File: src/rtl/cpu_datapath.sv
// Architectural datapath for the 8-bit microcoded CPU: PC, MAR, RAM, IR, A, B, ALU, OUT
// and the shared bus, driven by the decoder's one-hot-ish control word.
module cpu_datapath #(
    parameter int ADDR_W = 4,
    parameter int DATA_W = 8
) (
    input  logic              clk,
    input  logic              rst,
    input  logic              hlt,
    input  logic              mi,
    input  logic              ri,
    input  logic              ro,
    input  logic              io,
    input  logic              ii,
    input  logic              ai,
    input  logic              ao,
    input  logic              sumo,
    input  logic              sub,
    input  logic              bi,
    input  logic              oi,
    input  logic              ce,
    input  logic              co,
    input  logic              j,
    input  logic              prog_we,
    input  logic [ADDR_W-1:0] prog_addr,
    input  logic [DATA_W-1:0] prog_data,
    output logic [DATA_W-1:0] insn,
    output logic [DATA_W-1:0] bus,
    output logic [DATA_W-1:0] out_val,
    output logic [ADDR_W-1:0] pc,
    output logic              carry,
    output logic              zero,
    output logic              halted,
    output logic              bus_conflict
);

    localparam int DEPTH = 2 ** ADDR_W;

    logic [DATA_W-1:0] mem [0:DEPTH-1];
    logic [ADDR_W-1:0] mar;
    logic [DATA_W-1:0] ir;
    logic [DATA_W-1:0] a_reg;
    logic [DATA_W-1:0] b_reg;
    logic [DATA_W-1:0] out_reg;

    logic [DATA_W:0]   alu_sum;
    logic [DATA_W-1:0] alu_r;
    logic              alu_c;
    logic [2:0]        drv_cnt;

    logic              mem_we;
    logic [ADDR_W-1:0] mem_wa;
    logic [DATA_W-1:0] mem_wd;

    // Subtraction is A + ~B + 1, so the carry out doubles as "A >= B".
    assign alu_sum = {1'b0, a_reg} + {1'b0, (sub ? ~b_reg : b_reg)} + {{DATA_W{1'b0}}, sub};
    assign alu_r   = alu_sum[DATA_W-1:0];
    assign alu_c   = alu_sum[DATA_W];

    always_comb begin
        bus = '0;
        if (co)
            bus = {{(DATA_W-ADDR_W){1'b0}}, pc};
        else if (ro)
            bus = mem[mar];
        else if (io)
            bus = {{(DATA_W-ADDR_W){1'b0}}, ir[ADDR_W-1:0]};
        else if (ao)
            bus = a_reg;
        else if (sumo)
            bus = alu_r;
    end

    always_comb begin
        drv_cnt = {2'b00, co} + {2'b00, ro} + {2'b00, io} + {2'b00, ao} + {2'b00, sumo};
    end

    assign bus_conflict = (drv_cnt >= 3'd2);

    // RAM write port is shared between program loading (only while in reset) and ri.
    always_comb begin
        mem_we = 1'b0;
        mem_wa = mar;
        mem_wd = bus;
        if (rst) begin
            mem_we = prog_we;
            mem_wa = prog_addr;
            mem_wd = prog_data;
        end else begin
            mem_we = ri & ~halted;
        end
    end

    always_ff @(posedge clk) begin
        if (mem_we)
            mem[mem_wa] <= mem_wd;
    end

    always_ff @(posedge clk or posedge rst) begin
        if (rst) begin
            pc      <= '0;
            mar     <= '0;
            ir      <= '0;
            a_reg   <= '0;
            b_reg   <= '0;
            out_reg <= '0;
            carry   <= 1'b0;
            zero    <= 1'b0;
            halted  <= 1'b0;
        end else if (!halted) begin
            if (mi) mar     <= bus[ADDR_W-1:0];
            if (ii) ir      <= bus;
            if (ai) a_reg   <= bus;
            if (bi) b_reg   <= bus;
            if (oi) out_reg <= bus;
            if (sumo) begin
                carry <= alu_c;
                zero  <= (alu_r == '0);
            end
            if (j)
                pc <= bus[ADDR_W-1:0];
            else if (ce)
                pc <= pc + 1'b1;
            if (hlt) halted <= 1'b1;
        end
    end

    assign insn    = ir;
    assign out_val = out_reg;

endmodule

File: config.mk
export PLATFORM = sky130hd
export DESIGN_NAME = cpu_datapath
export DESIGN_NICKNAME = d
export VERILOG_FILES = /design/src/rtl/cpu_datapath.sv
export SDC_FILE = /design/constraint.sdc
export NUM_CORES = 1
export LEC_CHECK = 0
export BUFFER_PORTS_ARGS = -buffer_cell sky130_fd_sc_hd__buf_2
export CAP_MARGIN = 20
export CORE_UTILIZATION = 60
export DETAILED_ROUTE_END_ITERATION = 7
export MAX_ROUTING_LAYER = met4
export PLACE_DENSITY = 0.86
export SLEW_MARGIN = 0
export SYNTH_ARGS = -nofsm -noshare
export SYNTH_HDL_FRONTEND = slang
export SYNTH_SLANG_ARGS = --single-unit
File: constraint.sdc
create_clock -name clk -period 4.3 [get_ports clk]
set_clock_uncertainty 0.2 [all_clocks]
set_input_delay 0.215 -clock clk [delete_from_list [all_inputs] [get_ports clk]]
set_output_delay 0.215 -clock clk [all_outputs]
set_load 0.01 [all_outputs]
# After elaboration in Yosys (flattened, before gate mapping)
# Memories as Yosys holds them, arrays and structs flattened.
# Cells that the tools add are included.
[totals] ff_bits=43 ramBits=128 inputBits=30 out_inout_bits=32 word_cells=45 memories=1
[mem_list] name="mem" words=16 width=8 rd=1 rd_ports_with_merged_regs=0 wr=1 line="39" source="logic [DATA_W-1:0] mem [0:DEPTH-1];"
[op_classes] addsub=7 order_cmp=1 muxes=15 bitwise=3 reduce_logical=9
[ops] op="2-to-1 mux 8 bit" n=7
[ops] op="AND reduction 2 bit" n=7
[ops] op="2-to-1 mux 4 bit" n=3
[ops] op="adder 8 x 8 -> 9 bit" n=1
[ops] op="adder 9 x 1 -> 9 bit" n=1
[ops] op="logical NOT 8 bit" n=1
[ops] op="inverter 8 bit" n=1
[ops] op="adder 3 x 1 -> 3 bit" n=2
[ops] op="2-to-1 mux 1 bit" n=5
[ops] op="adder 4 x 1 -> 4 bit, second input constant" n=1
[ops] op="adder 2 x 1 -> 3 bit" n=1
[ops] op=">= comparator 3 x 2 -> 1 bit, second input constant" n=1
[ops] op="adder 1 x 1 -> 2 bit" n=1
[ops] op="nonzero test 2 bit" n=1
[ops] op="bitwise AND 1 bit" n=1
[ops] op="inverter 1 bit" n=1

# Depth between registers and ports, before layout
# Gate-level depths: netlist (run 1).
[depth] ltp_word=10 depth_mapped=9 depth_no_buf=7

# Worst setup path after synthesis (run 1)
# No wires, ideal clock.
[synth_timing] path_type="register to register" start="reg b_reg[0]" end="mem mem[0][6] (data pin)" setup_time_ns=0.497 arrival_ns=2.686 t_required_ns=3.603 setup_slack_ns=0.917 stages_incl_launch_ff=8 path_buffers=0 period_less_slack_ns=3.383 cell_sequence="dfrtp_1 mux2_2 fa_1 a211oi_1 o21bai_1 and4b_1 nor3_1 a41oi_1"
[synth_via] elab_chain_cells=10
[synth_rtl] item="start, declared" line="43" source="logic [DATA_W-1:0] b_reg;"
[synth_rtl] item="start signal, assigned" line="114" source="if (bi) b_reg <= bus;"
[synth_rtl] item="inverter 8 bit" line="56" source="assign alu_sum = {1'b0, a_reg} + {1'b0, (sub ? ~b_reg : b_reg)} + {{DATA_W{1'b0}}, sub};"
[synth_rtl] item="2-to-1 mux 8 bit (*)" line="56"
[synth_rtl] item="adder 8 x 8 -> 9 bit (*)" line="56"
[synth_rtl] item="adder 9 x 1 -> 9 bit (*)" line="56"
[synth_rtl] item="2-to-1 mux 8 bit (*)" line="70" source="else if (sumo)"
[synth_rtl] item="2-to-1 mux 8 bit (*)" line="68" source="else if (ao)"
[synth_rtl] item="2-to-1 mux 8 bit (*)" line="66" source="else if (io)"
[synth_rtl] item="2-to-1 mux 8 bit (*)" line="64" source="else if (ro)"
[synth_rtl] item="2-to-1 mux 8 bit (*)" line="62" source="if (co)"
[synth_rtl] item="2-to-1 mux 8 bit (*)" line="85" source="if (rst) begin"
[synth_rtl] item="named net mem_wd[6]" line="53" source="logic [DATA_W-1:0] mem_wd;"
[synth_rtl] item="end, declared" line="39"
# Mark *: on every way through the listed nets, which the timed path passes. The rest lies on a longest branch.

# Final worst setup path (run 1)
[layout_timing] start="reg mar[0]" end="out bus[0]"
[layout_via] elab_chain_cells=3
[layout_rtl] item="start, declared" line="40" source="logic [ADDR_W-1:0] mar;"
[layout_rtl] item="start signal, assigned" line="111" source="if (mi) mar <= bus[ADDR_W-1:0];"
[layout_rtl] item="memory (16 x 8 bit)"
[layout_rtl] item="2-to-1 mux 8 bit" line="64"
[layout_rtl] item="2-to-1 mux 8 bit" line="62"
[layout_rtl] item="end, declared" line="28" source="output logic [DATA_W-1:0] bus,"
# Every way passes these cells.

==> results.tsv, run 1 <==
metric	value	unit
max-slew-margin-rel	35.4	%
post-synth-top-area-fraction	48.3	%
design.core.area	12800	sq um
post_synth_xor_area_fraction	0.991	%
fill_cells	791	
die_h	117	microns
largest_family_of_logic_cells_by_synthesized_area	compound AO/OA/AOI/OAI gates	
htreeDepth	4	
clock_tree_from_tritoncts	yes	
outcome	complete, no violations	
synth-edff-count	128	
min_delay_path_depth	3	
antenna_cells	0	
clock_latency	0.44	ns
setup-violations-final	0	
ctsRootBufferMaster	sky130_fd_sc_hd__clkbuf_16	
first_global_vias	5517	
netlist-cell-type-count	59	
grt_start_max_net_pins	44	
wl_per_cell	23.9	microns
cp-end-kind	output port	
synth_simple_gate_area_share	10.6	%
grtUsageTotal	33.6	%
wirelength	20500	microns
largest-register	mem	
placementRows	41	
worst_setup_path_start_kind	register	
muxShareOfSynthArea	10.7	%
die_area	13700	sq um
start_util	62.3	%
critical_path_buf_inv_count	3	
num-nets-final	712	
setup_repair_after_global_routing_missed_its_margin	no	
crit_path_dat	3.61	ns
peakVddDrop	323	uV
drc	0	
crit_slowest_cell	sky130_fd_sc_hd__dfrtp_1	
tightestPinTransition	0.968	ns
tightest_hold_check_type	in -> reg	
share_of_the_synthesized_area_in_compound_gates_ao_oa_aoi_oai	11.1	%
yosysWarnings	0	
power.density	454	nW/um^2
total_vias_in_the_final_route	5669	
ys_ff_latch	171	
port_buffers	61	
worstRegToRegCells	7	
multi_input_comb_area	2820	sq um
critical_path_depth	7	
synth_nets	632	
postSynthAreaPerCell	13.5	sq um
cts_max_path_bufs	2	
netlist_instances	591	
io_pins	62	
place_inst	819	
r2r-start	mar[0]	
worstHoldStart	mi	
synthArstFlopShare	25.1	%
drt_pass1_iterations	6	
synth_top_cell_by_area	sky130_fd_sc_hd__edfxtp_1	
leakage	3.50	nW
post_route_cells_drive_above_1_share	23.2	%
fmax	249	MHz
critical_path_required	3.88	ns
drtAntennaViolNets	0	
critical-path-max-stage-delay	0.94	ns
critical_path.top_delay_family	flip-flops	
numClockSinks	171	
layoutNonFillerInstCount	856	
yosys.cell_count.top_type	sky130_fd_sc_hd__edfxtp_1	
yosys.area_share.adder	1.92	%
critical_path_class	reg -> out	
post_dr_vias_cell	6.62	
finalHoldViolations	0	
critPathMaxFanout	18	
first_pass_grt_wire_length	30900	microns
timing.critical_path.from	mar[0]	
crit_chain	buf_4 -> mux4_2 -> mux2i_1 -> o22ai_1 -> o31ai_2 -> inv_1 -> buf_2	
global_route.overflow_total	0	
max_cap_viol_count	0	
timing.setup.tns	0	ns
gp_routability_congestion	0.926	
flip_flop_count_of_the_largest_register_all_copies_and_words_added	128	
synth_sequential_area_ratio	61.9	%
syn-cell-area	7950	sq um
antenna_violations_before_repair	0	
final_cycle_utilization_of_the_critical_path	93.5	%
synthFlopType	sky130_fd_sc_hd__edfxtp_1	
drt_first_iter_violations	731	
final.min_clock_period	4.02	ns
die_w	117	microns
yosys-top-cells-count	128 x sky130_fd_sc_hd__edfxtp_1, 54 x sky130_fd_sc_hd__nand2_1, 53 x sky130_fd_sc_hd__o21ai_0	
place_hpwl	13500	microns
cts-buffers-inserted	17	
yosys-top-cells-area	sky130_fd_sc_hd__edfxtp_1 48%, sky130_fd_sc_hd__dfrtp_1 14%, sky130_fd_sc_hd__mux4_2 6.2%	
slew_viol_final	0	
ff_latch_area	4920	sq um
clkSlewWorstSetupHoldPaths	0.06	ns
area_growth_syn_to_layout	15.3	%
[logic make-up after synthesis]
logic type | after synthesis
AOI/OAI and AO/OA | 132
xor gates and xnor gates | 9
adders and majority gates | 11
buffers and inverters | 50
DFF | 171
muxes | 47
and+or+nand+nor | 171
[repair_timing]
action / in CTS / in global routing
hold buffers: 4 / 0
endpoints found under the hold margin: 5 / 0
gates resized for setup: 0 / 0
setup buffers: 0 / 0
[area by class of cell]
| cell class | instances | share of cell area, % |
|---|---|---|
| clock buffer | 25 | 5.92 |
| clock inverter | 7 | 0.559 |
| inverter | 17 | 0.696 |
| multi-input combinational | 370 | 30.7 |
| sequential | 171 | 53.6 |
| tap | 172 | 2.35 |
| timing repair buffer | 94 | 6.14 |
[stage by stage]
step | setup WS [ns] | utilization, % | instance area, sq um | hold slack, ns | total power, mW
floorplan | 0.917 | - | 7950 | 0.124 | 2.45
global placement | 0.546 | 66.7 | 8520 | 0.116 | 2.63
detailed placement | 0.382 | 66.8 | 8530 | 0.129 | 2.67
CTS | 0.309 | 71.8 | 9170 | 0.00118 | 4.15
global route | 0.116 | 71.8 | 9170 | 0.0584 | 4.30
finish | 0.278 | 71.8 | 9170 | 0.00975 | 4.16
[power breakdown]
| part | switching [mW] | total, mW | leakage, nW | internal, mW |
|---|---|---|---|---|
| clock | 0.620 | 1.50 | 0.297 | 0.883 |
| sequential | 0.0790 | 1.95 | 1.70 | 1.87 |
| combinational | 0.418 | 0.716 | 1.50 | 0.298 |
[routing by layer]
metal,up-vias,share of wire [%],global-route usage [%]
li1,2437,-,-
met1,2774,37,39.1
met2,360,50,55.4
met3,98,8.0,7.42
met4,0,4.4,16.8
met5,-,0,-
[worst min-delay path: stages]
cell,delay (ns)
sky130_fd_sc_hd__buf_2,0.08
sky130_fd_sc_hd__nand2b_1,0.14
sky130_fd_sc_hd__o21ai_0,0.18
[worst paths after layout]
path                       slack [ns]    endpoint
hold reg to reg                  0.27  out_val[0]
setup / recovery                 0.28      bus[0]
hold / removal                   0.01      mar[0]
setup reg to reg                 0.51   mem[3][0]
max in group asynchronous        2.77    b_reg[2]
min in group asynchronous        0.26      mar[0]
[cell usage in the layout, fill, tap and decap left out, drive strengths merged, types with 6 or more instances in the layout]
cell,instances
clkbuf,25
nand2,54
dfrtp,43
a211oi,6
nor2,40
o21ai,53
inv,19
o22ai,6
nor2b,16
a31oi,13
nor4,9
a21oi,10
nand2b,11
mux2i,11
mux4,28
nand3,6
buf,90
a221o,6
xor2,9
mux2,8
ha,9
edfxtp,128
(Power assumes the default switching activity.)
==> inputs of run 2 (changes only) <==
- CELL_PAD_IN_SITES_DETAIL_PLACEMENT: not set -> 1
- CELL_PAD_IN_SITES_GLOBAL_PLACEMENT: not set -> 1
- CORE_UTILIZATION: 60 -> 50
- SKIP_CTS_REPAIR_TIMING: not set -> 1
==> run 2 against run 1 <==
  * The flow now finishes with violations (hold timing)
  * Utilization decreased by 11 points
  * Sequential power about the same
  * Final area rose by 1.1%
  * Critical path depth increased by 1
  * Total power grew 1.9%
  * Via count grew 0.60%
  * Clock-buffer cell count fell by 5
  * Global-route usage decreased by 1.9 points
  * Critical path type unchanged
==> results.tsv, run 2 (synthesis gave the netlist of run 1 again) <==
metric	value	unit
tightest_hold_check_type	in -> reg	
drtAntennaViolNets	0	
die_w	128	microns
final_design_area_no_fill	9280	sq um
drt_pass1_iterations	5	
cts-buffers-inserted	17	
wl_per_cell	26.3	microns
port_buffers	61	
max-slew-margin-rel	19.3	%
flip_flop_count_of_the_largest_register_all_copies_and_words_added	128	
setup-violations-final	0	
drt_first_iter_violations	475	
final_cycle_utilization_of_the_critical_path	94.7	%
num-nets-final	718	
critPathMaxFanout	6	
largest-register	mem	
slew_viol_final	0	
first_pass_grt_wire_length	36000	microns
global_route.overflow_total	0	
worst_setup_path_start_kind	register	
antenna_cells	0	
numClockSinks	171	
power.density	458	nW/um^2
clkSlewWorstSetupHoldPaths	0.06	ns
place_hpwl	15800	microns
clock_tree_from_tritoncts	yes	
leakage	3.51	nW
finalHoldViolations	1	
cts_max_path_bufs	2	
fill_cells	1493	
clock_latency	0.43	ns
die_area	16400	sq um
grtUsageMet2	51.8	%
drc	0	
max_cap_viol_count	0	
detailedPlace.worstSlack	0.166	ns
area_growth_syn_to_layout	16.6	%
htreeDepth	4	
start_util	51.7	%
global_route_met3_usage	6.39	%
grt_start_max_net_pins	27	
outcome	finished with violations	
wirelength	23700	microns
placementRows	45	
placed_area	8620	sq um
final_cell_mix	128 x sky130_fd_sc_hd__edfxtp_1, 61 x sky130_fd_sc_hd__buf_2, 54 x sky130_fd_sc_hd__nand2_1	
peakVddDrop	324	uV
first_global_vias	5999	
post_dr_vias_cell	6.33	
critical_path_required	3.88	ns
tightestPinTransition	1.21	ns
gr-max-usage-layer	met2	
antenna_violations_before_repair	0	
cp-end-kind	output port	
post_route_cells_drive_above_1_share	23.6	%
setup_repair_after_global_routing_missed_its_margin	no	
violated_checks	hold timing	
grtUsageMet1	38.5	%
timing.setup.tns	0	ns
total_vias_in_the_final_route	5703	
layout.cells.most_common	sky130_fd_sc_hd__edfxtp_1	
io_pins	62	
total_power	4.24	mW
grtUsageTotal	31.7	%
critical_path_class	reg -> out	
fmax	246	MHz
gp_routability_congestion	0.892	
final.min_clock_period	4.07	ns
postLayoutSetupSlackWorst	0.227	ns
crit_path_dat	3.66	ns
design.core.area	15400	sq um
ctsRootBufferMaster	sky130_fd_sc_hd__clkbuf_16	
hold-worst-slack	-0.0257	ns
die_h	128	microns
[run 2: cell types whose count changed in the layout (fill, tap and decap cells not counted), moves of 2 or more]
| cell | before | now |
|---|---|---|
| sky130_fd_sc_hd__buf_4 | 29 | 35 |
| sky130_fd_sc_hd__bufinv_16 | 0 | 3 |
| sky130_fd_sc_hd__clkbuf_16 | 20 | 17 |
| sky130_fd_sc_hd__clkbuf_8 | 2 | 0 |
| sky130_fd_sc_hd__clkinv_1 | 0 | 2 |
| sky130_fd_sc_hd__clkinvlp_4 | 0 | 2 |
[run 2: final timing paths]
check | startpoint | endpoint | slack (ns) | cells past startpoint
worst max-delay path | b_reg[0] | bus[6] | 0.23 | 8
max in group asynchronous | rst | mar[0] | 2.80 | 4
min in group asynchronous | rst | mar[2] | 0.42 | 3
worst min register to register | out_val[2] | out_val[2] | 0.30 | 2
worst min-delay path | ce | pc[2] | -0.03 | 4
worst max register to register | b_reg[0] | mem[4][6] | 0.49 | 8
[run 2: layout make-up]
type / count / area [sq um] / share of cell area (%)
Sequential cell: 171 / 4920 / 53.0
Multi-Input combinational cell: 370 / 2820 / 30.4
Timing Repair Buffer: 100 / 626 / 6.74
Clock buffer: 20 / 437 / 4.71
Tap cell: 211 / 264 / 2.85
Clock inverter: 12 / 149 / 1.61
Inverter: 17 / 63.8 / 0.688
[run 2: critical path, stage by stage (launching register included)]
cell                       delay, ns
sky130_fd_sc_hd__dfrtp_1        0.42
sky130_fd_sc_hd__mux2_2         0.40
sky130_fd_sc_hd__fa_1           0.41
sky130_fd_sc_hd__a211oi_1       0.45
sky130_fd_sc_hd__o21bai_1       0.22
sky130_fd_sc_hd__and4b_1        0.25
sky130_fd_sc_hd__nor3_1         0.63
sky130_fd_sc_hd__a31oi_1        0.24
sky130_fd_sc_hd__buf_2          0.21
[run 2: routing by layer]
layer | part of all wire (%) | routed length, microns
met1 | 39 | 9330
met2 | 50 | 11900
met3 | 6.6 | 1560
met4 | 3.8 | 907
met5 | 0 | 0
[run 2: power by group]
group / internal, mW / switching (mW) / leakage [nW]
clock: 0.909 / 0.633 / 0.275
combinational: 0.311 / 0.444 / 1.54
sequential: 1.87 / 0.0796 / 1.70
[run 2: metrics by stage]
step	hold WS, ns	std cells	util (%)
6_report	-0.0257	901	60.3
5_1_grt	0.0182	901	60.3
4_1_cts	-0.226	896	59.9
3_5_place_dp	0.207	864	56.1
3_3_place_gp	0.212	863	56.1
2_1_floorplan	0.124	591	-
==> inputs of run 3 (changes only) <==
- HOLD_SLACK_MARGIN: not set -> 0.02
==> run 3 against run 2 <==
  * Clock power hardly changed
  * The flow now finishes without violations
  * Critical endpoint unchanged
  * Utilization grew 0.065 points
  * Register-to-register slack about the same
  * Total power about the same
==> results.tsv, run 3 (synthesis gave the netlist of run 1 again) <==
metric	value	unit
outcome	complete, no violations	
first_pass_grt_wire_length	36000	microns
global_route.overflow_total	0	
io_pins	62	
antenna_violations_before_repair	0	
max_cap_viol_count	0	
total_vias_in_the_final_route	5659	
fmax	246	MHz
cts-buffers-inserted	17	
crit_chain	mux2_2 -> fa_1 -> a211oi_1 -> o21bai_1 -> and4b_1 -> nor3_1 -> a31oi_1 -> buf_2	
finalHoldViolations	0	
min_delay_path_depth	4	
max-slew-margin-rel	23.6	%
layout.cells.most_common	sky130_fd_sc_hd__edfxtp_1	
critical_path_class	reg -> out	
clock_latency	0.44	ns
area_growth_syn_to_layout	16.7	%
gp_routability_congestion	0.892	
post_dr_vias_cell	6.27	
die_h	128	microns
multi_input_comb_area	2820	sq um
tightestPinTransition	1.14	ns
critPathMaxFanout	6	
peakVddDrop	323	uV
die_area	16400	sq um
leakage	3.52	nW
flip_flop_count_of_the_largest_register_all_copies_and_words_added	128	
critical-path-max-stage-delay	0.63	ns
worstRegToRegCells	8	
regToRegEndpoint	mem[13][6]	
crit_slowest_cell	sky130_fd_sc_hd__nor3_1	
cp-end-kind	output port	
setup-violations-final	0	
final_cycle_utilization_of_the_critical_path	94.6	%
clock_tree_from_tritoncts	yes	
die_w	128	microns
r2r-start	b_reg[0]	
hold-worst-slack	0.0211	ns
min_delay_worst_endpoint	b_reg[7]	
ctsRootBufferMaster	sky130_fd_sc_hd__clkbuf_16	
wirelength	23700	microns
critical_path_buf_inv_count	1	
port_buffers	61	
numClockSinks	171	
critical_path_required	3.88	ns
power.density	457	nW/um^2
clkSlewWorstSetupHoldPaths	0.07	ns
setup_repair_after_global_routing_missed_its_margin	no	
drc	0	
num-nets-final	719	
wl_per_cell	26.2	microns
grt_start_max_net_pins	27	
largest-register	mem	
drtAntennaViolNets	0	
first_global_vias	5999	
fill_cells	1490	
antenna_cells	0	
crit_path_dat	3.65	ns
grtUsageTotal	31.7	%
timing.setup.tns	0	ns
final.min_clock_period	4.07	ns
drt_first_iter_violations	513	
reg2reg_slack	0.50	ns
design.core.area	15400	sq um
cts_max_path_bufs	2	
htreeDepth	4	
final_cell_mix	128 x sky130_fd_sc_hd__edfxtp_1, 61 x sky130_fd_sc_hd__buf_2, 54 x sky130_fd_sc_hd__nand2_1	
worst_setup_path_start_kind	register	
post_route_cells_drive_above_1_share	23.6	%
place_hpwl	15800	microns
drt_pass1_iterations	5	
ff_latch_area	4920	sq um
critical_path.top_delay_family	compound AO/OA/AOI/OAI gates	
start_util	51.7	%
total_power	4.24	mW
worstHoldStart	bi	
slew_viol_final	0	
placementRows	45	
tightest_hold_check_type	in -> reg	
-- run 3: changes by cell type in the layout (fill, tap and decap cells not counted), sizes merged --
cell | previous run | this run
dlygate4sd3 | 3 | 4
-- run 3: layer usage --
metal / wire length, microns / global-route usage, %
met3: 1450 / 6.39
met1: 9550 / 38.5
met2: 11800 / 51.8
met4: 855 / 13.6
met5: 0 / -
-- run 3: layout make-up --
type                    instances  area share, %
well taps                     211           2.84
clock buffers                  20           4.70
multi-input cells             370           30.3
flip-flops and latches        171           53.0
clock inverters                12           1.60
repair buffers                101           6.85
inverters                      17          0.687
-- run 3: report_power, final --
| group | internal [mW] | total [mW] | switching, mW |
|---|---|---|---|
| clock | 0.908 | 1.54 | 0.633 |
| sequential | 1.87 | 1.95 | 0.0799 |
| combinational | 0.312 | 0.756 | 0.445 |
-- run 3: tightest hold or removal path, stage by stage --
cell and delay (ns):
sky130_fd_sc_hd__buf_2 0.11, sky130_fd_sc_hd__nor2b_1 0.17, sky130_fd_sc_hd__nand2_1 0.06, sky130_fd_sc_hd__o21ai_0 0.06
-- run 3: worst max path at each step --
| stage | start | end | slack (ns) | cells past startpoint |
|---|---|---|---|---|
| after floorplan | b_reg[0] | mem[0][6] | 0.92 | 7 |
| final | b_reg[0] | bus[6] | 0.23 | 8 |
| after global routing | b_reg[0] | bus[6] | 0.02 | 8 |
| after CTS | b_reg[0] | mem[12][6] | 0.18 | 7 |
| after detailed placement | b_reg[0] | mem[6][6] | 0.17 | 7 |
| after global placement | b_reg[0] | mem[12][6] | 0.54 | 7 |
-- run 3: through the flow --
| stage | setup WS, ns | instance area, sq um | utilization [%] | instances |
|---|---|---|---|---|
| 4_1_cts | 0.179 | 9210 | 59.9 | 896 |
| 2_1_floorplan | 0.917 | 7950 | - | 591 |
| 6_report | 0.230 | 9290 | 60.4 | 902 |
| 3_5_place_dp | 0.166 | 8620 | 56.1 | 864 |
| 3_3_place_gp | 0.544 | 8620 | 56.1 | 863 |
| 5_1_grt | 0.0223 | 9290 | 60.4 | 902 |
